===== src/rtl/esc_pwm_quad.sv =====
// -----------------------------------------------------------------------------
// esc_pwm_quad
//
// Turns the flight controller's four 11-bit speed commands into fixed-period
// ESC servo pulses. It also provides an arming sequence and a command-loss
// watchdog that falls back to a fixed failsafe speed.
//
// Pulse width in clocks = BASE_WIDTH + 3*speed (+ trim). The period is
// 2^PERIOD_W clocks. Widths are only latched at the period wrap, so a pulse
// never changes partway through.
//
// Ports:
//   clk, rst_n                  system clock, asynchronous active-low reset
//   arm                         level: 1 requests arming, 0 disarms at once
//   spd_vld                     one-cycle strobe that captures the four speeds
//   frnt/bck/lft/rght_spd[10:0] unsigned speed commands
//   frnt/bck/lft/rght_trim[7:0] unsigned per-channel trim (only with ESC_TRIM_EN)
//   frnt/bck/lft/rght_pwm       ESC pulse outputs
//   state[1:0]                  00 DISARM, 01 ARMING, 10 ARMED, 11 FAILSAFE
//   armed                       1 in ARMED or FAILSAFE
//
// Build option: define ESC_TRIM_EN to add the trim ports.
// -----------------------------------------------------------------------------
module esc_pwm_quad #(
    parameter int          PERIOD_W     = 20,
    parameter int          BASE_WIDTH   = 50000,
    parameter int          ARM_PERIODS  = 16,
    parameter int          WDOG_PERIODS = 4,
    parameter logic [10:0] FAILSAFE_SPD = 11'h100
) (
    input  logic        clk,
    input  logic        rst_n,
    input  logic        arm,
    input  logic        spd_vld,
    input  logic [10:0] frnt_spd,
    input  logic [10:0] bck_spd,
    input  logic [10:0] lft_spd,
    input  logic [10:0] rght_spd,
`ifdef ESC_TRIM_EN
    input  logic [7:0]  frnt_trim,
    input  logic [7:0]  bck_trim,
    input  logic [7:0]  lft_trim,
    input  logic [7:0]  rght_trim,
`endif
    output logic        frnt_pwm,
    output logic        bck_pwm,
    output logic        lft_pwm,
    output logic        rght_pwm,
    output logic [1:0]  state,
    output logic        armed
);

    localparam int                ARM_W     = $clog2(ARM_PERIODS + 1);
    localparam int                WDOG_W    = $clog2(WDOG_PERIODS + 1);
    localparam logic [ARM_W-1:0]  ARM_LAST  = ARM_W'(ARM_PERIODS - 1);
    localparam logic [WDOG_W-1:0] WDOG_MAX  = WDOG_W'(WDOG_PERIODS);
    localparam logic [WDOG_W-1:0] WDOG_LAST = WDOG_W'(WDOG_PERIODS - 1);
    localparam logic [15:0]       BASE16    = 16'(BASE_WIDTH);

    typedef enum logic [1:0] {
        S_DISARM   = 2'b00,
        S_ARMING   = 2'b01,
        S_ARMED    = 2'b10,
        S_FAILSAFE = 2'b11
    } state_t;

    state_t              state_q, state_d;
    logic [PERIOD_W-1:0] cnt;
    logic                wrap;
    logic                enable;
    logic [ARM_W-1:0]    arm_cnt;
    logic [WDOG_W-1:0]   wdog_cnt;

    // Channel order everywhere: 0 front, 1 back, 2 left, 3 right.
    logic [10:0] spd_in     [4];
    logic [7:0]  trim       [4];
    logic [10:0] hold       [4];
    logic [10:0] sel        [4];
    logic [15:0] width_calc [4];
    logic [15:0] width_act  [4];
    logic        pwm_q      [4];

    assign spd_in[0] = frnt_spd;
    assign spd_in[1] = bck_spd;
    assign spd_in[2] = lft_spd;
    assign spd_in[3] = rght_spd;

`ifdef ESC_TRIM_EN
    assign trim[0] = frnt_trim;
    assign trim[1] = bck_trim;
    assign trim[2] = lft_trim;
    assign trim[3] = rght_trim;
`else
    assign trim[0] = '0;
    assign trim[1] = '0;
    assign trim[2] = '0;
    assign trim[3] = '0;
`endif

    assign wrap     = &cnt;
    assign state    = state_q;
    assign armed    = state_q[1];
    assign frnt_pwm = pwm_q[0];
    assign bck_pwm  = pwm_q[1];
    assign lft_pwm  = pwm_q[2];
    assign rght_pwm = pwm_q[3];

    // Next state. Dropping arm wins immediately. Every other transition waits
    // for the period wrap.
    // NOTE: every always_comb output is given a default before any branch, so
    // no path leaves it unassigned and no latch is inferred.
    always_comb begin
        state_d = state_q;
        if (!arm) begin
            state_d = S_DISARM;
        end else if (wrap) begin
            case (state_q)
                S_DISARM:   state_d = S_ARMING;
                S_ARMING:   if (arm_cnt == ARM_LAST) state_d = S_ARMED;
                S_ARMED:    if (!spd_vld && wdog_cnt >= WDOG_LAST) state_d = S_FAILSAFE;
                // The watchdog sits at WDOG_MAX throughout FAILSAFE. A zero
                // count means a spd_vld arrived during this period.
                S_FAILSAFE: if (spd_vld || wdog_cnt == '0) state_d = S_ARMED;
                default:    state_d = S_DISARM;
            endcase
        end
    end

    // Speed source for the width math. DISARM uses zero, so the first
    // ARMING period, which latches a width computed while still disarmed,
    // already shows the base pulse.
    always_comb begin
        for (int i = 0; i < 4; i++) begin
            case (state_q)
                S_ARMED:    sel[i] = hold[i];
                S_FAILSAFE: sel[i] = FAILSAFE_SPD;
                default:    sel[i] = '0;
            endcase
        end
    end

    // NOTE: all sequential state uses non-blocking assignments, so every
    // register samples pre-edge values regardless of statement order.
    always_ff @(posedge clk or negedge rst_n) begin
        if (!rst_n) begin
            state_q  <= S_DISARM;
            cnt      <= '0;
            enable   <= 1'b0;
            arm_cnt  <= '0;
            wdog_cnt <= '0;
            for (int i = 0; i < 4; i++) begin
                hold[i]       <= '0;
                width_calc[i] <= '0;
                width_act[i]  <= '0;
                pwm_q[i]      <= 1'b0;
            end
        end else begin
            state_q <= state_d;
            cnt     <= cnt + 1'b1;

            // state_d is DISARM whenever arm is low, so this one term covers
            // both the immediate disarm and the wrap-time update.
            if (!arm || wrap) enable <= (state_d != S_DISARM);

            if (state_q == S_DISARM)          arm_cnt <= '0;
            else if (state_q == S_ARMING && wrap) arm_cnt <= arm_cnt + 1'b1;

            // A strobe coincident with a wrap counts as received.
            if (spd_vld || (state_q == S_ARMING && state_d == S_ARMED)) wdog_cnt <= '0;
            else if (wrap && wdog_cnt != WDOG_MAX)                      wdog_cnt <= wdog_cnt + 1'b1;

            for (int i = 0; i < 4; i++) begin
                if (spd_vld) hold[i] <= spd_in[i];
                // Maximum is BASE + 3*2047 + 255, which fits in 16 bits.
                width_calc[i] <= BASE16 + 16'(sel[i]) * 16'd3 + 16'(trim[i]);
                if (wrap) width_act[i] <= width_calc[i];
                // Gating with arm forces the output low on the clock that
                // observes the disarm, rather than one clock later.
                pwm_q[i] <= arm && enable && (32'(cnt) < 32'(width_act[i]));
            end
        end
    end

endmodule

===== config.mk =====
export PLATFORM = sky130hd
export DESIGN_NAME = esc_pwm_quad
export DESIGN_NICKNAME = d
export VERILOG_FILES = /design/src/rtl/esc_pwm_quad.sv
export SDC_FILE = /design/constraint.sdc
export NUM_CORES = 1
export LEC_CHECK = 0
export ABC_AREA = 0
export CORE_ASPECT_RATIO = 1.25
export CORE_MARGIN = 5
export CORE_UTILIZATION = 39
export DETAILED_ROUTE_END_ITERATION = 7
export GPL_ROUTABILITY_DRIVEN = 0
export PLACE_DENSITY = 0.63
export SLEW_MARGIN = 20
export SYNTH_ARGS = -nofsm -noshare
export SYNTH_HDL_FRONTEND = slang
export SYNTH_SLANG_ARGS = --single-unit
export TNS_END_PERCENT = 100

===== constraint.sdc =====
create_clock -name clk -period 8.42 [get_ports clk]
set_input_delay 0.842 -clock clk [delete_from_list [all_inputs] [get_ports clk]]
set_output_delay 0.842 -clock clk [all_outputs]
set_load 0.05 [all_outputs]

==> run metrics, run 1 <==
CTS Root Cell=clkbuf_16; ys flop type=dfrtp_1; Final nets=1282; top post-synthesis cells by area=dfrtp_1 (44%), ha_1 (12%), mux2_2 (4.7%), xnor2_1 (4.1%), o21ai_0 (4.0%); most frequent cells in the layout=dfrtp_1 (193), ha_1 (107), nand2_1 (92); fin area=0.0125 mm^2; first-pass GRT wire length=37.3 mm; worst-margin pin slew=1.06 ns; Syn Area/Cell=10.2 um^2; area leader, netlist=dfrtp_1; Vias=7552; Initial Utilization=39.6%; Inst Count DP=1455; Placement Cell Area=0.0119 mm^2; Worst Path Max Fanout=36; Fin. Hold Viols=0; maxcap violations=0; CTS tree=done; PortBufs=54; RSZ-0062 raised after global routing=no; ys async rst share=100%; n_diodes=0; Max Root-Sink Buffers=2; Post-synth EDFFs=0; Worst Setup Start Kind=flop; share of layout cells above drive strength 1=9.23%; mapped cell area=0.0110 mm^2; Worst Hold Class=flop to flop; post_cts resized=0; number of DRC markers in iteration 0=357; die area=0.0317 mm^2; core box area=0.0277 mm^2; via/cell ratio=5.08; Slew HR=29.6%; Finished Core Util=44.9%; worst skew pair latency=0.43 ns; Post-Place Worst Slack=4.35 ns; #FFs+latches synth=193; Remaining Overflow, GRT=0; vias in the first global route=7617; peak supply drop=0.147 mV; hold_buf cts=0; DRC violations left=0; initial antenna violation count=0; dpl hpwl=15.6 mm; Worst EP required=8.77 ns; H-Tree Depth=4; WL per Instance=14.6 um; leakage=5.73 nW; outcome=completed; post-synth net total=1237; Pwr Density=148 mW/mm^2; Critical Path End Type=flop; fin worst setup slack=4.36 ns; Area Overhead vs Synth=13.4%; Total Wirelength=21.6 mm; Clock Skew=0.00979 ns; post-route ant nets=0; Setup TNS Final=0 ns; I/O pin count=55; drt pass-1 iters=5; count of cell types in the netlist=76; Setup-failing EPs final=0; worst setup path class=flop to flop; fin crit period=4.06 ns; Die W=160 um; WP data arrival=4.42 ns; num rows=68; Total GRT Usage=14.3%; Clock transition at path regs=0.07 ns; sequential element share of the synthesized area=43.9%; filler cell count in the final layout=2668; Setup Fix Bufs, Post-CTS=0; total CTS buffers=17; fin cells=1487; Synth Warn #=0; Die Span Y=198 um; most common cell after layout, fill and taps aside=dfrtp_1; Final Max Tran Viols=0; clk sink count=193; Post-Synthesis Cells=1079; f_max=246 MHz; top-area cell type share of the netlist area=43.9%; crit share post-route=48.3%; maximum number of pins on one net before global-route repair=118
==> critical path, stage by stage (launching register included) <==
cell	delay [ns]
dfrtp_1	0.32
buf_4	0.34
nor2b_2	0.39
buf_4	0.35
and2_1	0.23
ha_1	0.28
nor2b_1	0.15
o21a_1	0.17
o21ai_0	0.41
and2_1	0.20
ha_1	0.17
nor2_1	0.06
a211oi_1	0.34
nor2_1	0.10
a211oi_1	0.28
xnor2_1	0.15
==> kinds of logic (layout without fill, tap and decap cells) <==
kind of cell / count (synthesis) / count (layout) / share of synthesized area (%)
multiplexers: 49 / 49 / 4.99
other: 1 / 1 / 0.0341
AND/OR/NAND/NOR: 271 / 271 / 12.7
flip-flops: 193 / 193 / 43.9
buffers and inverters: 117 / 175 / 4.18
XOR/XNOR: 76 / 76 / 6.06
adder cells (fa/ha/maj): 111 / 111 / 12.8
AO/OA/AOI/OAI: 261 / 261 / 15.3
==> cell usage after synthesis, drive strengths merged, types with 4 or more instances <==
cell / instances
and3: 11
buf: 13
ha: 107
xor2: 25
o21ai: 89
a31o: 4
nand4: 6
o21a: 16
nor2: 40
and2: 46
or2: 5
nand2: 92
a211oi: 12
a21oi: 47
mux2: 46
nand2b: 8
nand3: 24
clkbuf: 20
a2111oi: 5
nor2b: 9
a21o: 38
nor3: 13
inv: 84
dfrtp: 193
a31oi: 9
a22o: 7
xnor2: 51
==> layout make-up <==
type,count,area [um^2],share of cell area [%]
Multi-Input combinational cell,769,5710,45.8
Sequential cell,193,4830,38.8
Timing Repair Buffer,59,577,4.63
Clock buffer,25,515,4.14
Tap cell,350,438,3.51
Inverter,84,315,2.53
Clock inverter,7,73.8,0.592
==> report_power, final <==
group          internal [mW]  switching, mW
Combinational         0.0433         0.0339
Sequential             0.948         0.0161
Clock                  0.456          0.341
Total                   1.45          0.391
==> flip-flops by register name (all words and copies together) (netlist names) <==
signal / count
enable: 1
frnt_pwm: 1
cnt: 20
hold: 44
width_act: 57
width_calc: 57
lft_pwm: 1
state: 2
rght_pwm: 1
arm_cnt: 5
bck_pwm: 1
wdog_cnt: 3
==> through the flow <==
step / hold slack (ns) / power [mW]
2_1_floorplan: 0.414 / 1.01
3_3_place_gp: 0.430 / 1.06
3_5_place_dp: 0.425 / 1.06
4_1_cts: 0.445 / 1.86
5_1_grt: 0.458 / 1.92
6_report: 0.442 / 1.84
==> layer usage <==
| layer | vias to the layer above | part of all wire, % | GRT usage [%] |
|---|---|---|---|
| li1 | 3845 | - | - |
| met1 | 3618 | 48 | 18.7 |
| met2 | 71 | 49 | 24.7 |
| met3 | 18 | 2.0 | 2.29 |
| met4 | 0 | 1.3 | 4.14 |
| met5 | - | 0 | 0 |
==> final timing paths <==
kind	start	depth (start not counted)	slack [ns]	endpoint
max	state[1]	15	4.36	width_calc[12]
min	width_calc[48]	2	0.44	width_act[48]
max reg2reg	state[1]	15	4.36	width_calc[12]
min reg2reg	width_calc[48]	2	0.44	width_act[48]
max in group asynchronous	rst_n	2	6.28	width_calc[13]
min in group asynchronous	rst_n	1	0.50	hold[25]
(Power assumes the default switching activity.)
==> run 2: changes to the inputs <==
clock period = 4.21 ns   (was 8.42 ns; I/O delays follow)
==> run 2 against run 1 <==
Against the previous run:
- sequential cell count unchanged
- die area is the same
- critical endpoint is now width_calc[60]
- critical path depth is 2 lower
- highest routed layer unchanged
- register-to-register slack got worse by 3.8 ns
- largest cell class unchanged
==> run metrics, run 2 (same netlist as run 1, synthesis figures left out) <==
n_diodes=0; post_cts resized=0; Vias=7567; PortBufs=54; Total GRT Usage=13.9%; Inst Count DP=1459; clk sink count=193; drt pass-1 iters=4; worst skew pair latency=0.43 ns; filler cell count in the final layout=2686; core box area=0.0277 mm^2; Worst Hold Class=input pin to asynchronous set/reset pin; reg-to-reg setup timing slack=0.60 ns; CTS tree=done; Pwr Density=296 mW/mm^2; WP data arrival=3.93 ns; RSZ-0062 raised after global routing=no; Setup TNS Final=0 ns; crit share post-route=85.7%; Regs by FF count=width_act x57, width_calc x57, hold x44; post-route ant nets=0; Post-Place Worst Slack=0.609 ns; Remaining Overflow, GRT=0; Worst Path Max Fanout=44; total power=3.69 mW; die area=0.0317 mm^2; worst r2r path cells=13; DRC violations left=0; hold_buf cts=0; H-Tree Depth=4; most common cell after layout, fill and taps aside=dfrtp_1; first-pass GRT wire length=36.7 mm; Total Wirelength=21.3 mm; vias in the first global route=7649; Worst Setup Start Kind=flop; worst setup path class=flop to flop; fin crit period=3.61 ns; fin cells=1491; maxcap violations=0; num rows=68; f_max=277 MHz; leakage=5.75 nW; total CTS buffers=17; maximum number of pins on one net before global-route repair=101; outcome=completed; Critical Path End Type=flop; I/O pin count=55; CTS Root Cell=clkbuf_16; share of layout cells above drive strength 1=9.64%; Setup-failing EPs final=0; Final nets=1286; Die Span Y=198 um; Clock transition at path regs=0.07 ns; initial antenna violation count=0; Final Max Tran Viols=0; Worst EP required=4.54 ns; WL per Instance=14.3 um; Slew HR=30.5%; Area Overhead vs Synth=13.6%; Die W=160 um; Setup Fix Bufs, Post-CTS=0; dpl hpwl=15.6 mm; peak supply drop=0.266 mV; R2R Path Start=state[1]; via/cell ratio=5.08; most frequent cells in the layout=dfrtp_1 (193), ha_1 (107), nand2_1 (92); Initial Utilization=39.6%; reg2reg end=width_calc[60]; Max Root-Sink Buffers=2; Fin. Hold Viols=0; number of DRC markers in iteration 0=335; fin worst setup slack=0.603 ns; worst-margin pin slew=1.04 ns; Clock Skew=0.0126 ns
## run 2: layer usage
metal,track usage (%),up-vias,wire length (um)
met5,0,-,0
met4,4.05,0,278
met3,1.92,15,481
met2,23.9,82,10300
met1,18.4,3613,10200
li1,-,3857,-
## run 2: stage by stage
stage	hold WS, ns	cell area [um^2]	utilization [%]
after floorplan	0.125	11000	-
after global placement	0.424	11900	42.9
after detailed placement	0.425	11900	42.9
after CTS	0.0913	12500	45.0
after global routing	0.135	12500	45.0
final	0.0631	12500	45.0
## run 2: how the worst max path moves through the flow
stage | depth (start not counted) | slack (ns) | to | start
after CTS | 13 | 0.59 | width_calc[60] | state[1]
final | 13 | 0.60 | width_calc[60] | state[1]
after global routing | 15 | 0.33 | width_calc[11] | state[0]
after floorplan | 19 | 0.31 | width_calc[12] | state[1]
after detailed placement | 13 | 0.61 | width_calc[60] | state[1]
after global placement | 13 | 0.72 | width_calc[60] | state[1]
## run 2: area by class of cell
cell class	instances	area (um^2)	area share [%]
tap	350	438	3.51
timing repair buffer	63	607	4.86
sequential	193	4830	38.7
clock buffer	20	457	3.66
multi-input combinational	769	5710	45.7
inverter	84	315	2.52
clock inverter	12	134	1.07
## run 2: power by group
| part | leakage, nW | internal [mW] | switching (mW) |
|---|---|---|---|
| combinational | 2.97 | 0.0878 | 0.0669 |
| sequential | 2.50 | 1.90 | 0.0326 |
| clock | 0.286 | 0.909 | 0.699 |
## run 2: worst max-delay path, stage by stage (launching register included)
cell,delay (ns)
dfrtp_1,0.37
nor2b_2,0.14
buf_4,0.25
and2_1,0.26
ha_1,0.23
fa_1,0.43
a211oi_1,0.24
nor2_1,0.11
o31a_1,0.28
o21ba_2,0.20
o21ai_0,0.42
nand3_1,0.23
a22o_1,0.23
o32ai_1,0.12
==> run 3: changes to the inputs <==
CORE_ASPECT_RATIO = unset   (was 1.25)
==> run 3 against run 2 <==
Against the previous run:
- register-to-register slack better by 0.06 ns
- largest cell class unchanged
- worst setup slack better by 0.058 ns
- critical path depth unchanged
==> run metrics, run 3 (same netlist as run 1, synthesis figures left out) <==
Remaining Overflow, GRT=0; Setup-failing EPs final=0; Fin. Hold Viols=0; n_diodes=0; Final Hold Slack=0.454 ns; Worst Setup Start Kind=flop; Pwr Density=299 mW/mm^2; dpl hpwl=16.2 mm; Seq pwr share=51.5%; drt pass-1 iters=4; Initial Utilization=39.6%; most common cell after layout, fill and taps aside=dfrtp_1; die area=0.0316 mm^2; reg2reg end=width_calc[60]; initial antenna violation count=0; Setup Fix Bufs, Post-CTS=0; Clock transition at path regs=0.07 ns; hold-critical path endpoint=width_act[56]; Die Span Y=178 um; fin crit period=3.55 ns; Vias=7602; worst setup path class=flop to flop; worst r2r path cells=13; maximum number of pins on one net before global-route repair=94; min-delay src=width_calc[56]; worst-margin pin slew=1.09 ns; Total GRT Usage=14.4%; Placement Cell Area=0.0119 mm^2; Clk pwr share=44.4%; Max Root-Sink Buffers=2; total CTS buffers=17; Net Sw Power=0.852 mW; worst skew pair latency=0.44 ns; clk sink count=193; via/cell ratio=5.00; filler cell count in the final layout=2644; core box area=0.0278 mm^2; outcome=completed; reg-to-reg setup timing slack=0.66 ns; I/O pin count=55; fin area=0.0126 mm^2; Die W=178 um; most frequent cells in the layout=dfrtp_1 (193), ha_1 (107), nand2_1 (92); hold path cells=2; RSZ-0062 raised after global routing=no; WL per Instance=14.3 um; leakage=5.78 nW; Slew HR=27.3%; first-pass GRT wire length=37.0 mm; peak supply drop=0.296 mV; Regs by FF count=width_act x57, width_calc x57, hold x44; vias in the first global route=7492; sw frac=22.7%; combinational share of power=4.1%; maxcap violations=0; Worst Path Max Fanout=21; post-route ant nets=0; num rows=61; share of layout cells above drive strength 1=9.63%; WP data arrival=3.88 ns; H-Tree Depth=4; DRC violations left=0; CTS tree=done; Worst Hold Class=flop to flop; PortBufs=54; Critical Path End Type=flop; Internal Power=2.90 mW; crit share post-route=84.3%; Total Wirelength=21.8 mm; Final nets=1287; Setup TNS Final=0 ns; Worst EP required=4.54 ns; Clock Skew=0.0119 ns; CTS Root Cell=clkbuf_16; R2R Path Start=state[1]; Final Max Tran Viols=0; Area Overhead vs Synth=14.3%; number of DRC markers in iteration 0=337; f_max=282 MHz
[run 3: cell types whose count changed in the layout (fill, tap and decap cells not counted), sizes merged]
cell         previous run  this run
dlygate4sd3             0         1
clkinv                  7         5
clkbuf                 21        19
clkinvlp                2         0
inv                    85        91
[run 3: through the flow]
step / std cells / utilization, % / power (mW) / setup slack (ns)
after floorplan: 1079 / - / 2.02 / 0.313
after global placement: 1487 / 43.0 / 2.12 / 0.807
after detailed placement: 1487 / 43.0 / 2.13 / 0.708
after CTS: 1520 / 45.2 / 3.81 / 0.695
after global routing: 1520 / 45.2 / 3.90 / 0.350
final: 1520 / 45.2 / 3.75 / 0.661
[run 3: power groups by stage]
| stage | sequential (mW) | combinational [mW] | clock (mW) |
|---|---|---|---|
| global placement | 1.97 | 0.157 | 0 |
| finish | 1.93 | 0.155 | 1.67 |
| floorplan | 1.95 | 0.0723 | 0 |
| global route | 1.94 | 0.176 | 1.79 |
| CTS | 1.93 | 0.161 | 1.72 |
| detailed placement | 1.97 | 0.160 | 0 |
[run 3: worst max-delay path by stage]
stage / startpoint / endpoint / slack (ns) / cells past startpoint
6_report: state[1] / width_calc[60] / 0.66 / 13
5_1_grt: state[0] / width_calc[28] / 0.35 / 13
4_1_cts: state[0] / width_calc[28] / 0.69 / 13
3_5_place_dp: state[1] / width_calc[60] / 0.71 / 13
3_3_place_gp: state[1] / width_calc[60] / 0.81 / 13
2_1_floorplan: state[1] / width_calc[12] / 0.31 / 19
[run 3: layer usage]
metal / GRT usage (%) / share of wire [%] / vias to the layer above
met5: 0 / 0 / -
met4: 3.29 / 0.99 / 0
met3: 2.56 / 2.3 / 16
met2: 23.0 / 46 / 76
met1: 20.4 / 50 / 3648
li1: - / - / 3862
[run 3: area by class of cell]
type                    count  area [um^2]  share of cell area [%]
clock buffers              18          439                    3.50
clock inverters            14          169                    1.34
inverters                  84          315                    2.51
multi-input cells         769         5710                    45.4
flip-flops and latches    193         4830                    38.4
well taps                 378          473                    3.76
repair buffers             64          629                    5.01
[run 3: worst max-delay path, cell delays in order (launching register included)]
cell and delay [ns]:
dfrtp_1 0.37, nor2b_2 0.16, buf_4 0.19, and2_1 0.22
ha_1 0.23, fa_1 0.44, a211oi_1 0.23, nor2_1 0.10
o31a_1 0.28, o21ba_2 0.20, o21ai_0 0.40, nand3_1 0.25
a22o_1 0.25, o32ai_1 0.13
[run 3: timing repair]
| action | in CTS | in global routing |
|---|---|---|
| gates resized for setup | 0 | 0 |
| hold buffers | 1 | 0 |
| endpoints found under the hold margin | 61 | 0 |
